**config.mk**
```make
export PLATFORM = sky130hd
export DESIGN_NAME = spi_cmd_rx
export DESIGN_NICKNAME = d
export VERILOG_FILES = /design/src/rtl/spi_cmd_rx.sv
export SDC_FILE = /design/constraint.sdc
export NUM_CORES = 1
export LEC_CHECK = 0
export CAP_MARGIN = 20
export CORE_MARGIN = 2
export CORE_UTILIZATION = 60
export CTS_BUF_LIST = sky130_fd_sc_hd__clkbuf_16
export DETAILED_ROUTE_END_ITERATION = 16
export PLACE_DENSITY = 0.9
export RECOVER_POWER = 100
export SLEW_MARGIN = 20
export SYNTH_ARGS = -nofsm -noshare
export SYNTH_HDL_FRONTEND = slang
export SYNTH_SLANG_ARGS = --single-unit
```
**constraint.sdc**
```tcl
create_clock -name clk -period 4.77 [get_ports clk]
set_clock_uncertainty 0.1 [all_clocks]
set_input_delay 0.477 -clock clk [delete_from_list [all_inputs] [get_ports clk]]
set_output_delay 0.477 -clock clk [all_outputs]
set_load 0.02 [all_outputs]
```
**src/rtl/spi_cmd_rx.sv**
```systemverilog
`timescale 1ns/1ps
`default_nettype none
// ============================================================================
// Module      : spi_cmd_rx
// Description : SPI command receiver (SPI slave, clk-domain oversampled).
//               spi_clk, spi_cs and spi_mosi are brought into the clk domain
//               through 2-flop synchronisers. On each frame the receiver
//               shifts in up to CMD_BIT_NUM command bits, MSB first, and
//               presents them right-aligned on data/data_num with a dready /
//               ack handshake. During the frame, a snapshot of pll_lock taken
//               at the cs falling edge is returned MSB first on spi_miso.
//
// Ports       : clk       in   system clock
//               rst       in   asynchronous reset, active low
//               spi_clk   in   SPI master clock (asynchronous to clk)
//               spi_cs    in   frame select, active low
//               spi_mosi  in   command data, MSB first
//               spi_miso  out  reply data, MSB first, 0 while cs is high
//               pll_lock  in   status word sampled at frame start
//               data      out  received frame, right-aligned, zero-extended
//               data_num  out  number of bits in the received frame
//               dready    out  data/data_num valid
//               ack       in   consumer acknowledge
//               overflow  out  sticky: a frame was longer than CMD_BIT_NUM
//               drop      out  sticky: a frame arrived while dready was high
//
// Revision    : 1.0 - initial release
// ============================================================================
module spi_cmd_rx #(
    parameter int CMD_BIT_NUM   = 51,
    parameter int REPLY_BIT_NUM = 6,
    parameter int SAMPLE_LEVEL  = 1
) (
    input  logic                     clk,
    input  logic                     rst,
    input  logic                     spi_clk,
    input  logic                     spi_cs,
    input  logic                     spi_mosi,
    output logic                     spi_miso,
    input  logic [REPLY_BIT_NUM-1:0] pll_lock,
    output logic [CMD_BIT_NUM-1:0]   data,
    output logic [6:0]               data_num,
    output logic                     dready,
    input  logic                     ack,
    output logic                     overflow,
    output logic                     drop
);

    // Counter saturates one above the accepted maximum so that any longer
    // frame is still distinguishable as an overflow at cs rise.
    localparam logic [6:0] CNT_LIMIT = 7'(CMD_BIT_NUM);
    localparam logic [6:0] CNT_SAT   = 7'(CMD_BIT_NUM + 1);

    typedef enum logic [1:0] {
        ST_IDLE         = 2'd0,
        ST_SHIFT        = 2'd1,
        ST_PRESENT      = 2'd2,
        ST_WAIT_ACK_LOW = 2'd3
    } state_t;

    // ------------------------------------------------------------------
    // Registers (<sig>_q) and their next-state values (<sig>_d)
    // ------------------------------------------------------------------
    logic                     cs_meta_q,   cs_meta_d;
    logic                     cs_sync_q,   cs_sync_d;
    logic                     cs_prev_q,   cs_prev_d;
    logic                     sclk_meta_q, sclk_meta_d;
    logic                     sclk_sync_q, sclk_sync_d;
    logic                     sclk_prev_q, sclk_prev_d;
    logic                     mosi_meta_q, mosi_meta_d;
    logic                     mosi_sync_q, mosi_sync_d;
    logic [1:0]               settle_q,    settle_d;
    logic                     armed_q,     armed_d;
    state_t                   state_q,     state_d;
    logic [CMD_BIT_NUM-1:0]   shreg_q,     shreg_d;
    logic [6:0]               cnt_q,       cnt_d;
    logic [REPLY_BIT_NUM-1:0] reply_q,     reply_d;
    logic                     miso_q,      miso_d;
    logic [CMD_BIT_NUM-1:0]   data_q,      data_d;
    logic [6:0]               data_num_q,  data_num_d;
    logic                     dready_q,    dready_d;
    logic                     overflow_q,  overflow_d;
    logic                     drop_q,      drop_d;

    // ------------------------------------------------------------------
    // Edge detection on the synchronised values
    // ------------------------------------------------------------------
    logic                   w_sclk_rise;
    logic                   w_sclk_fall;
    logic                   w_sample_edge;
    logic                   w_drive_edge;
    logic                   w_cs_fall;
    logic                   w_cs_rise;
    logic [CMD_BIT_NUM-1:0] w_shreg_nx;
    logic [6:0]             w_cnt_nx;

    assign w_sclk_rise = sclk_sync_q & ~sclk_prev_q;
    assign w_sclk_fall = ~sclk_sync_q & sclk_prev_q;

    generate
        if (SAMPLE_LEVEL != 0) begin : g_sample_rise
            assign w_sample_edge = w_sclk_rise;
            assign w_drive_edge  = w_sclk_fall;
        end else begin : g_sample_fall
            assign w_sample_edge = w_sclk_fall;
            assign w_drive_edge  = w_sclk_rise;
        end
    endgenerate

    // A falling edge only counts once cs has been seen high through the
    // synchroniser after reset; the synchroniser's reset value of 1 would
    // otherwise fake a falling edge when cs is already low at release.
    assign w_cs_fall = armed_q & cs_prev_q & ~cs_sync_q;
    assign w_cs_rise = ~cs_prev_q & cs_sync_q;

    // Sample applied before the cs rise decision so that a sample edge and
    // a cs rise landing in the same clk still count the last bit.
    assign w_shreg_nx = w_sample_edge ? {shreg_q[CMD_BIT_NUM-2:0], mosi_sync_q} : shreg_q;
    assign w_cnt_nx   = (w_sample_edge && (cnt_q != CNT_SAT)) ? (cnt_q + 7'd1) : cnt_q;

    // ------------------------------------------------------------------
    // Next-state logic
    // ------------------------------------------------------------------
    always_comb begin
        cs_meta_d   = spi_cs;
        cs_sync_d   = cs_meta_q;
        cs_prev_d   = cs_sync_q;
        sclk_meta_d = spi_clk;
        sclk_sync_d = sclk_meta_q;
        sclk_prev_d = sclk_sync_q;
        mosi_meta_d = spi_mosi;
        mosi_sync_d = mosi_meta_q;

        // cs_sync_q carries its reset value for the first two clks; it is
        // only trusted for arming once settle_q[1] is set.
        settle_d    = {settle_q[0], 1'b1};
        armed_d     = armed_q | (settle_q[1] & cs_sync_q);

        state_d     = state_q;
        shreg_d     = shreg_q;
        cnt_d       = cnt_q;
        reply_d     = reply_q;
        miso_d      = miso_q;
        data_d      = data_q;
        data_num_d  = data_num_q;
        dready_d    = dready_q;
        overflow_d  = overflow_q;
        drop_d      = drop_q;

        case (state_q)
            ST_IDLE: begin
                miso_d = 1'b0;
                if (w_cs_fall) begin
                    shreg_d = '0;
                    cnt_d   = '0;
                    // MSB goes out straight away so it is valid before the
                    // master's first sample edge.
                    miso_d  = pll_lock[REPLY_BIT_NUM-1];
                    reply_d = pll_lock << 1;
                    state_d = ST_SHIFT;
                end
            end

            ST_SHIFT: begin
                if (w_cs_rise) begin
                    miso_d = 1'b0;
                    if (w_cnt_nx == 7'd0) begin
                        state_d = ST_IDLE;
                    end else if (w_cnt_nx <= CNT_LIMIT) begin
                        data_d     = w_shreg_nx;
                        data_num_d = w_cnt_nx;
                        dready_d   = 1'b1;
                        state_d    = ST_PRESENT;
                    end else begin
                        overflow_d = 1'b1;
                        state_d    = ST_IDLE;
                    end
                end else begin
                    shreg_d = w_shreg_nx;
                    cnt_d   = w_cnt_nx;
                    if (w_drive_edge) begin
                        // Zeros shift in behind the reply, so miso reads 0
                        // once all status bits have gone out.
                        miso_d  = reply_q[REPLY_BIT_NUM-1];
                        reply_d = reply_q << 1;
                    end
                end
            end

            ST_PRESENT: begin
                miso_d = 1'b0;
                if (w_cs_fall) begin
                    drop_d = 1'b1;
                end
                if (ack) begin
                    dready_d = 1'b0;
                    state_d  = ST_WAIT_ACK_LOW;
                end
            end

            ST_WAIT_ACK_LOW: begin
                miso_d = 1'b0;
                if (w_cs_fall) begin
                    drop_d = 1'b1;
                end
                // A frame dropped here keeps cs low, so IDLE cannot see a
                // fresh falling edge until that frame has ended.
                if (!ack) begin
                    state_d = ST_IDLE;
                end
            end

            default: begin
                state_d = ST_IDLE;
            end
        endcase
    end

    // ------------------------------------------------------------------
    // State registers
    // ------------------------------------------------------------------
    always_ff @(posedge clk or negedge rst) begin
        if (!rst) begin
            cs_meta_q   <= 1'b1;
            cs_sync_q   <= 1'b1;
            cs_prev_q   <= 1'b1;
            sclk_meta_q <= 1'b0;
            sclk_sync_q <= 1'b0;
            sclk_prev_q <= 1'b0;
            mosi_meta_q <= 1'b0;
            mosi_sync_q <= 1'b0;
            settle_q    <= 2'b00;
            armed_q     <= 1'b0;
            state_q     <= ST_IDLE;
            shreg_q     <= '0;
            cnt_q       <= '0;
            reply_q     <= '0;
            miso_q      <= 1'b0;
            data_q      <= '0;
            data_num_q  <= '0;
            dready_q    <= 1'b0;
            overflow_q  <= 1'b0;
            drop_q      <= 1'b0;
        end else begin
            cs_meta_q   <= cs_meta_d;
            cs_sync_q   <= cs_sync_d;
            cs_prev_q   <= cs_prev_d;
            sclk_meta_q <= sclk_meta_d;
            sclk_sync_q <= sclk_sync_d;
            sclk_prev_q <= sclk_prev_d;
            mosi_meta_q <= mosi_meta_d;
            mosi_sync_q <= mosi_sync_d;
            settle_q    <= settle_d;
            armed_q     <= armed_d;
            state_q     <= state_d;
            shreg_q     <= shreg_d;
            cnt_q       <= cnt_d;
            reply_q     <= reply_d;
            miso_q      <= miso_d;
            data_q      <= data_d;
            data_num_q  <= data_num_d;
            dready_q    <= dready_d;
            overflow_q  <= overflow_d;
            drop_q      <= drop_d;
        end
    end

    // ------------------------------------------------------------------
    // Outputs
    // ------------------------------------------------------------------
    // Gating with the raw cs keeps miso low the moment cs goes high, without
    // waiting for the synchroniser latency.
    assign spi_miso = miso_q & ~spi_cs;
    assign data     = data_q;
    assign data_num = data_num_q;
    assign dready   = dready_q;
    assign overflow = overflow_q;
    assign drop     = drop_q;

endmodule
`default_nettype wire

```
After elaboration in Yosys (flattened, before gate mapping)

Cells that the tools add are included.

Bits in read-only memories: 0
Output and inout bits: 62
Memories kept: 0
RAM bits: 0
Bits in latches: 0
Register bits after elaboration: 139
Bits of input ports: 12

Add/subtract/negate cells: 1
Muxes and demuxes: 28
Eq/ne operators: 13
Shift operators: 0
Divide/modulo/power cells: 0
Multiply operators: 0
Bitwise gates (word level): 15
Order comparisons: 1
Reduce and logical (&&, ||, !) cells: 13

Operators by type and width:

| cell                                                                             | count |
|---|---|
| 51-bit 2-to-1 mux                                                                | 3 |
| 51-bit one-hot mux with 2 select lines                                           | 1 |
| 7-bit 2-to-1 mux                                                                 | 3 |
| 6-bit 2-to-1 mux                                                                 | 3 |
| 2-bit inequality test, second input constant                                     | 8 |
| 4-bit AND reduction                                                              | 4 |
| 7-bit one-hot mux with 2 select lines                                            | 1 |
| 2-bit 2-to-1 mux                                                                 | 6 |
| 6-bit one-hot mux with 2 select lines                                            | 1 |
| 2-bit one-hot mux with 4 select lines                                            | 1 |
| 7-bit by 1-bit adder with 7-bit output, second input constant                    | 1 |
| 1-bit AND                                                                        | 7 |
| 7-bit by 6-bit less-or-equal comparator with 1-bit output, second input constant | 1 |
| 7-bit logical NOT                                                                | 1 |
| 1-bit 2-to-1 mux                                                                 | 7 |
| 7-bit by 6-bit inequality test with 1-bit output, second input constant          | 1 |
| 1-bit inverter                                                                   | 7 |
| 5-bit AND reduction                                                              | 1 |
| 2-bit equality test, second input constant                                       | 2 |
| 2-bit nonzero test                                                               | 2 |
| 3-bit inequality test, second input constant                                     | 1 |
| 1-bit one-hot mux with 3 select lines                                            | 1 |
| 3-bit AND reduction                                                              | 1 |
| 2-bit by 1-bit equality test with 1-bit output, second input constant            | 1 |
| other kinds (6)                                                                  | 6 |

Longest topological paths before layout

Depth in word-level cells: 9
Depth in mapped cells: 9
Depth with buffers taken out: 8

Least setup slack after synthesis

No wires, ideal clock.

Path kind: register to register
From: register cnt_q[0]
To: register data_q[19], in the netlist data[19]
Slack: 2.185 ns
Stages on the path, launching flop included: 10
Library setup time: 0.128 ns
Arrival: 2.357 ns
Path through: dfrtp_1 ha_1 and3b_1 buf_6 or3_1 o311a_1 o311a_4 nand2_8 buf_8 mux2_1

Longest elaborated chain between the ends: 6

RTL lines:

| element                                                                                                           | line | RTL |
|---|---|---|
| start: declaration                                                                                                | 76   | `logic [6:0] cnt_q, cnt_d;` |
| start signal: assignment                                                                                          | 257  | `cnt_q <= cnt_d;` |
| parallel branches: the longest is 2 deep, another holds 7-bit by 1-bit adder with 7-bit output                    | n/a  |  |
| 7-bit 2-to-1 mux (*)                                                                                              | 119  | `assign w_cnt_nx = (w_sample_edge && (cnt_q != CNT_SAT)) ? (cnt_q + 7'd1) : cnt_q;` |
| parallel branches: the longest is 2 deep, another holds 7-bit by 6-bit less-or-equal comparator with 1-bit output | n/a  |  |
| 4-bit AND reduction (no line) (*)                                                                                 | n/a  |  |
| end signal: assignment                                                                                            | 260  | `data_q <= data_d;` |
| end: declaration                                                                                                  | 79   | `logic [CMD_BIT_NUM-1:0] data_q, data_d;` |

Mark *: on every way between the ends.
A chain may end at the register's enable or synchronous reset.

Worst setup path after layout

From: register sclk_prev_q
To: register shreg_q[8]

Longest elaborated chain between the ends: 5

RTL lines:

| element                                | line | RTL |
|---|---|---|
| start: declaration                     | 69   | `logic sclk_prev_q, sclk_prev_d;` |
| start signal: assignment               | 250  | `sclk_prev_q <= sclk_prev_d;` |
| 1-bit inverter                         | 97   | `assign w_sclk_rise = sclk_sync_q & ~sclk_prev_q;` |
| 1-bit AND                              | 97   |  |
| 51-bit 2-to-1 mux                      | 118  | `assign w_shreg_nx = w_sample_edge ? {shreg_q[CMD_BIT_NUM-2:0], mosi_sync_q} : shreg_q;` |
| 51-bit 2-to-1 mux                      | 165  | `if (w_cs_rise) begin` |
| 51-bit one-hot mux with 2 select lines | 150  | `case (state_q)` |
| end signal: assignment                 | 256  | `shreg_q <= shreg_d;` |
| end: declaration                       | 75   | `logic [CMD_BIT_NUM-1:0] shreg_q, shreg_d;` |

Every way passes these cells. The select of a mux whose other input is x is not followed.

==> impl_metrics.toml <==
[die]
die_area_um2 = 11300
start_util_pct = 61.4
pin_count = 74
coreArea_um2 = 10200
die_x_um = 106
rows = 37
die_y_um = 106

[yosys]
async_flop_share_pct = 100
seq_area_frac_synth_pct = 55.0
yosysWarnings = 0
ys.flop_type = "dfrtp_1"
syn_nets = 570
ys_ff_latch = 138
ys_types = 51
synth-edff-count = 0
yosys.area.top_type = "dfrtp_1"
syn_area_um2 = 6280
synthTopCellsByArea = "dfrtp_1, mux2_4, nand2_1"
synth_cells = 556
synth_top_area_share_pct = 53.8
syn_area_per_cell_um2 = 11.3

[cts]
cts-resized-gates = 0
cts_buffers = 17
clock-sinks = 138
clkLatencyLatePin_ns = 0.41
max-clock-path-buffers = 2
clockRootBuffer = "clkbuf_16"
clkTransAtPathRegs_ns = 0.06
cts_hold_buf = 0
cts_setup_buffers = 0
cts_tree = "done"
htreeDepth = 4

[setup_path]
crit_end = "shreg_q[8]$_DFFE_PN0P_"
rr_worst_depth = 3
r2r_start = "sclk_prev_q$_DFF_PN0_"
slowest_stage = "nand2b_1"
cp_slowest_stage_delay_ns = 1.57
end_kind = "flip-flop"
critPathLaunchType = "flip-flop"
worst-r2r-setup-slack_ns = 0.92
worstSetupPathType = "reg -> reg"
worst-endpoint-arrival_ns = 4.08
critPathMaxFanout = 54
crit_start = "sclk_prev_q$_DFF_PN0_"
path_cells = "nand2b_1 > a21o_1 > a22o_1"
r2r-end = "shreg_q[8]$_DFFE_PN0P_"
critPathRequiredTime_ns = 5.00

[global_route]
grt_pass1_vias = 4433
grt_pass1_wl_um = 21800
grt.total_usage_pct = 24.7
grt_start_max_net_pins = 96
antenna_found_initial = 0
grt-ovfl-total = 0

[cells_and_area]
final_area_um2 = 7350
final_core_util_pct = 71.8
fin_cells = 765
drive_gt1_share_pct = 7.47
diodes = 0
fin_nets = 630
synthToLayoutAreaGrowth_pct = 17.0

[place]
dpl.hpwl_um = 7580
placed_area_um2 = 6970
dp.cells = 732
gp_congestion = 0.857
numPortBuffers = 73

[route]
viasPerCell = 5.78
wl_um = 13000
ant_nets = 0
wl_per_cell_um = 17.1
initialDrtViolationCount = 325
dr.pass1.iters = 4
dr_total_vias = 4423
drc = 0

[sta]
hold_viol = 0
fmax_ghz = 0.260
slew_viol_final = 203
maxSlewHeadroom_pct = -51.3
tns_ns = 0
setup_viol = 0
worst_pin_slew_ns = 2.27
fin_crit_sh_pct = 80.6
period_needed_ns = 3.85
rsz0062_at_grt = "no"

[outcome]
outcome = "finished, violations left"
violations = "max-capacitance violations, max-slew violations"

[job]
drv_cap = 3

[power]
power_mw = 3.14
p_per_area_nw_per_um2 = 428
leakagePower_nw = 3.86
ir_worst_vdd_uv = 309

[hold_path]
min_path_type = "reg -> reg"
## worst min-delay path by stage
stage / from / to / cells after the start
detailed placement: settle_q[0]$_DFF_PN0_ / settle_q[1]$_DFF_PN0_ / 0
CTS: rst / data[40]$_DFFE_PN0P_ / 1
floorplan: rst / asynchronous set/reset pin / 0
finish: settle_q[0]$_DFF_PN0_ / settle_q[1]$_DFF_PN0_ / 0
global placement: settle_q[0]$_DFF_PN0_ / settle_q[1]$_DFF_PN0_ / 0
global route: mosi_meta_q$_DFF_PN0_ / mosi_sync_q$_DFF_PN0_ / 0
## critical path: cells and delay by family (launching register included)
family             cells  cell delay (ns)
DFF                    1             0.38
and+or+nand+nor        1             1.57
AOI/OAI and AO/OA      2             1.68
## where the power goes
group	total [mW]	switching, mW	internal, mW
registers	1.32	0.0694	1.25
logic	0.557	0.370	0.186
clock network	1.26	0.534	0.728
total	3.14	0.974	2.17
## layer usage
| metal | wire length, um | GRT usage (%) |
|---|---|---|
| met5 | 0 | 0 |
| met3 | 569 | 5.82 |
| met4 | 310 | 9.77 |
| met2 | 6540 | 38.7 |
| met1 | 5630 | 33.6 |
## layout by cell type (no fill, tap or decap), types with 4 or more instances in the layout
cell type	instances
nand2b_1	5
dfrtp_1	135
o21ai_0	15
clkdlybuf4s50_1	7
inv_1	6
a22o_1	53
inv_6	6
nand3_1	4
nor2_1	16
a31oi_1	5
dlygate4sd3_1	65
a21o_1	4
clkbuf_16	17
mux2_1	54
nand2_1	172
## synth_stat cells, drive strengths merged, types with 3 or more instances
cell type / n
a21o: 4
a21oi: 3
a22o: 53
a31oi: 5
and2: 3
buf: 9
clkbuf: 25
dfrtp: 135
dfstp: 3
inv: 7
mux2: 57
nand2: 173
nand2b: 5
nand3: 4
nand4: 3
nor2: 17
nor2b: 3
o21ai: 16
or3: 3
xor2: 3
## state kept, by name, indices dropped and copies added, names as in the netlist, 2 cells and up, named ones only
name and cells:
cnt_q 7, reply_q 5, data 51, shreg_q 51, settle_q 2, data_num 7
## logic make-up (layout without fill, tap and decap cells)
| family | Yosys count | after routing | synth area share [%] |
|---|---|---|---|
| AND/OR/NAND/NOR | 221 | 221 | 14.9 |
| flip-flops | 138 | 138 | 55.0 |
| AO/OA/AOI/OAI | 90 | 90 | 11.4 |
| multiplexers | 59 | 59 | 13.5 |
| buffers and inverters | 41 | 114 | 4.08 |
| XOR/XNOR | 4 | 4 | 0.558 |
| adder cells (fa/ha/maj) | 2 | 2 | 0.398 |
| other | 1 | 1 | 0.0597 |
## area by class of cell
type | count | area, um^2
sequential | 138 | 3460
fill | 720 | 2890
multi-input combinational | 377 | 2380
timing repair buffer | 75 | 751
clock buffer | 17 | 425
tap | 136 | 170
clock inverter | 15 | 140
inverter | 7 | 26.3
## through the flow
stage | setup slack [ns] | hold WS [ns]
floorplan | 2.19 | 0.0814
global placement | 1.60 | 0.232
detailed placement | 1.46 | 0.238
CTS | 1.41 | 0.0825
global route | 0.633 | 0.255
finish | 0.923 | 0.251
Power figures use the tool's default switching activity.
==> RTL edit: new RTL, config.mk and constraints unchanged <==
Set the parameter `REPLY_BIT_NUM` to 7 (it was 6).
--- a/src/rtl/spi_cmd_rx.sv
+++ b/src/rtl/spi_cmd_rx.sv
@@ -30,3 +30,3 @@
     parameter int CMD_BIT_NUM   = 51,
-    parameter int REPLY_BIT_NUM = 6,
+    parameter int REPLY_BIT_NUM = 7,
     parameter int SAMPLE_LEVEL  = 1
Interface: changed (resized pll_lock); port bits go from 74 to 75. No check against the original RTL was run, so the function may have changed too.
==> RTL edit against the unedited design <==
The flow still finishes with violations (capacitance limit, slew limit); power rose by 4.5%; sequential cell count rose by 1; global-route usage rose by 2.0 points; synthesized area rose by 2.2%; final area rose by 2.6%; first-iteration DRC count rose by 34%; via count rose by 4.3%; combinational power rose by 1%; hold slack got worse by 0.0041 ns; routed wire length rose by 9.0%; worst setup slack improved by 0.38 ns; maximum frequency rose by 11%; critical endpoint is now shreg_q[3]; largest cell class unchanged.
==> RTL edit: results (changes against the unedited design) <==
Vias/cell: 5.93 (+2.6%)
Final nets: 644 (+2.2%)
Drt first pass iters: 5 (+1)
Peak supply drop: 0.242 mV (-22%)
Min-delay src: sclk_meta_q
Slew margin rel.: -0.576 (-0.0631)
Critical Path AT: 3.71 ns (-0.37 ns)
Critical-path maximum fanout: 26 (-52%)
Placement Cell Area: 0.00711 mm^2 (+2.0%)
Max-cap violations: 2 (-1)
Worst Hold Class: flip-flop to flip-flop
Synth top area cells: dfrtp_1 53%, mux2_4 12%, nand2_1 10%
Sw frac: 0.290 (-0.0200)
First-pass GRT wire length: 24.1 mm (+10%)
Worst Hold End: sclk_prev_d
Largest net degree at the start of global routing: 100 (+4.2%)
Synth top cells by count: 177 x nand2_1, 136 x dfrtp_1, 53 x mux2_4, 51 x a22o_1, 22 x clkbuf_1
Iter 0 DRT Violations: 437 (+34%)
Met3 Use GR: 0.0515 (-0.00679)
R2R Path End: shreg_q[3]
GR met1 Demand/Resource: 0.363 (+0.0271)
Final GP Congestion: 0.855 (-0.22%)
Share of layout cells above drive strength 1: 0.0763 (+0.00160)
Final max-slew violation count: 126 (-38%)
Outcome: finished with violations
Overall routing resource usage: 0.267 (+0.0198)
Cell leakage power: 3.91 nW (+1.2%)
Sequential share of the synthesized area: 0.542 (-0.00811)
Post-Synthesis Net Count: 585 (+2.6%)
Port bufs: 74 (+1.4%)
Global routing usage on met2: 0.436 (+0.0489)
DP HPWL: 8.03 mm (+6.0%)
Vias in the first global route: 4660 (+5.1%)
Violated checks: capacitance limit, slew limit
==> RTL edit: cell types whose count changed after synthesis, sizes merged, moves of 4 or more <==
| cell | before | now |
|---|---|---|
| mux2 | 57 | 53 |
| a21oi | 3 | 7 |
| nand2 | 173 | 178 |
| buf | 9 | 16 |
| nor3 | 1 | 5 |
==> RTL edit: cell type report <==
class	count	area [um^2]
Clock buffer	17	425
Inverter	7	26.3
Multi-Input combinational cell	386	2450
Timing Repair Buffer	78	783
Tap cell	136	170
Clock inverter	15	196
Sequential cell	139	3480
Fill cell	717	2840
==> RTL edit: per-layer routing <==
layer,routed length [um],share of wire
met3,859,0.060
met5,0,0
met1,6020,0.42
met2,7140,0.50
met4,216,0.015
==> RTL edit: metrics by stage <==
step | instances | utilization | worst slack, ns | hold slack [ns]
after floorplan | 570 | - | 2.33 | 0.0814
after global placement | 745 | 0.686 | 1.59 | 0.232
after detailed placement | 745 | 0.686 | 1.42 | 0.236
after CTS | 777 | 0.746 | 1.33 | 0.0965
after global routing | 778 | 0.727 | 1.02 | 0.266
final | 778 | 0.727 | 1.30 | 0.247
==> RTL edit: cells by family after synthesis <==
group / Yosys count / share of synthesized area
AOI/OAI and AO/OA: 97 / 0.118
xor gates and xnor gates: 6 / 0.00818
adders and majority gates: 2 / 0.00390
buffers and inverters: 45 / 0.0466
DFF: 139 / 0.542
muxes: 56 / 0.129
other: 1 / 0.000584
and+or+nand+nor: 224 / 0.152
==> RTL edit: how the worst max path moves through the flow <==
stage / from / end / slack [ns] / depth (start not counted)
2_1_floorplan: cnt_q[0] / data[0] / 2.33 / 10
3_3_place_gp: sclk_prev_q / data[13] / 1.59 / 6
3_5_place_dp: sclk_prev_q / data[5] / 1.42 / 6
4_1_cts: cnt_q[0] / data[4] / 1.33 / 7
5_1_grt: flip-flop / shreg_q[3] / 1.02 / 5
6_report: flip-flop / shreg_q[3] / 1.30 / 5
==> RTL edit: power groups by stage <==
stage / clock network, W / logic, W / registers [W]
4_1_cts: 0.00139 / 0.000609 / 0.00133
2_1_floorplan: 0 / 0.000400 / 0.00137
3_5_place_dp: 0 / 0.000595 / 0.00135
5_1_grt: 0.00146 / 0.000616 / 0.00134
6_report: 0.00139 / 0.000564 / 0.00133
3_3_place_gp: 0 / 0.000563 / 0.00135
==> RTL edit: worst max-delay path, stage by stage, from the launching register on <==
cell,delay [ns]
dfrtp_1,0.47
nor2b_1,0.47
nand2_1,0.44
nor2_1,1.45
buf_16,0.26
a22o_1,0.19
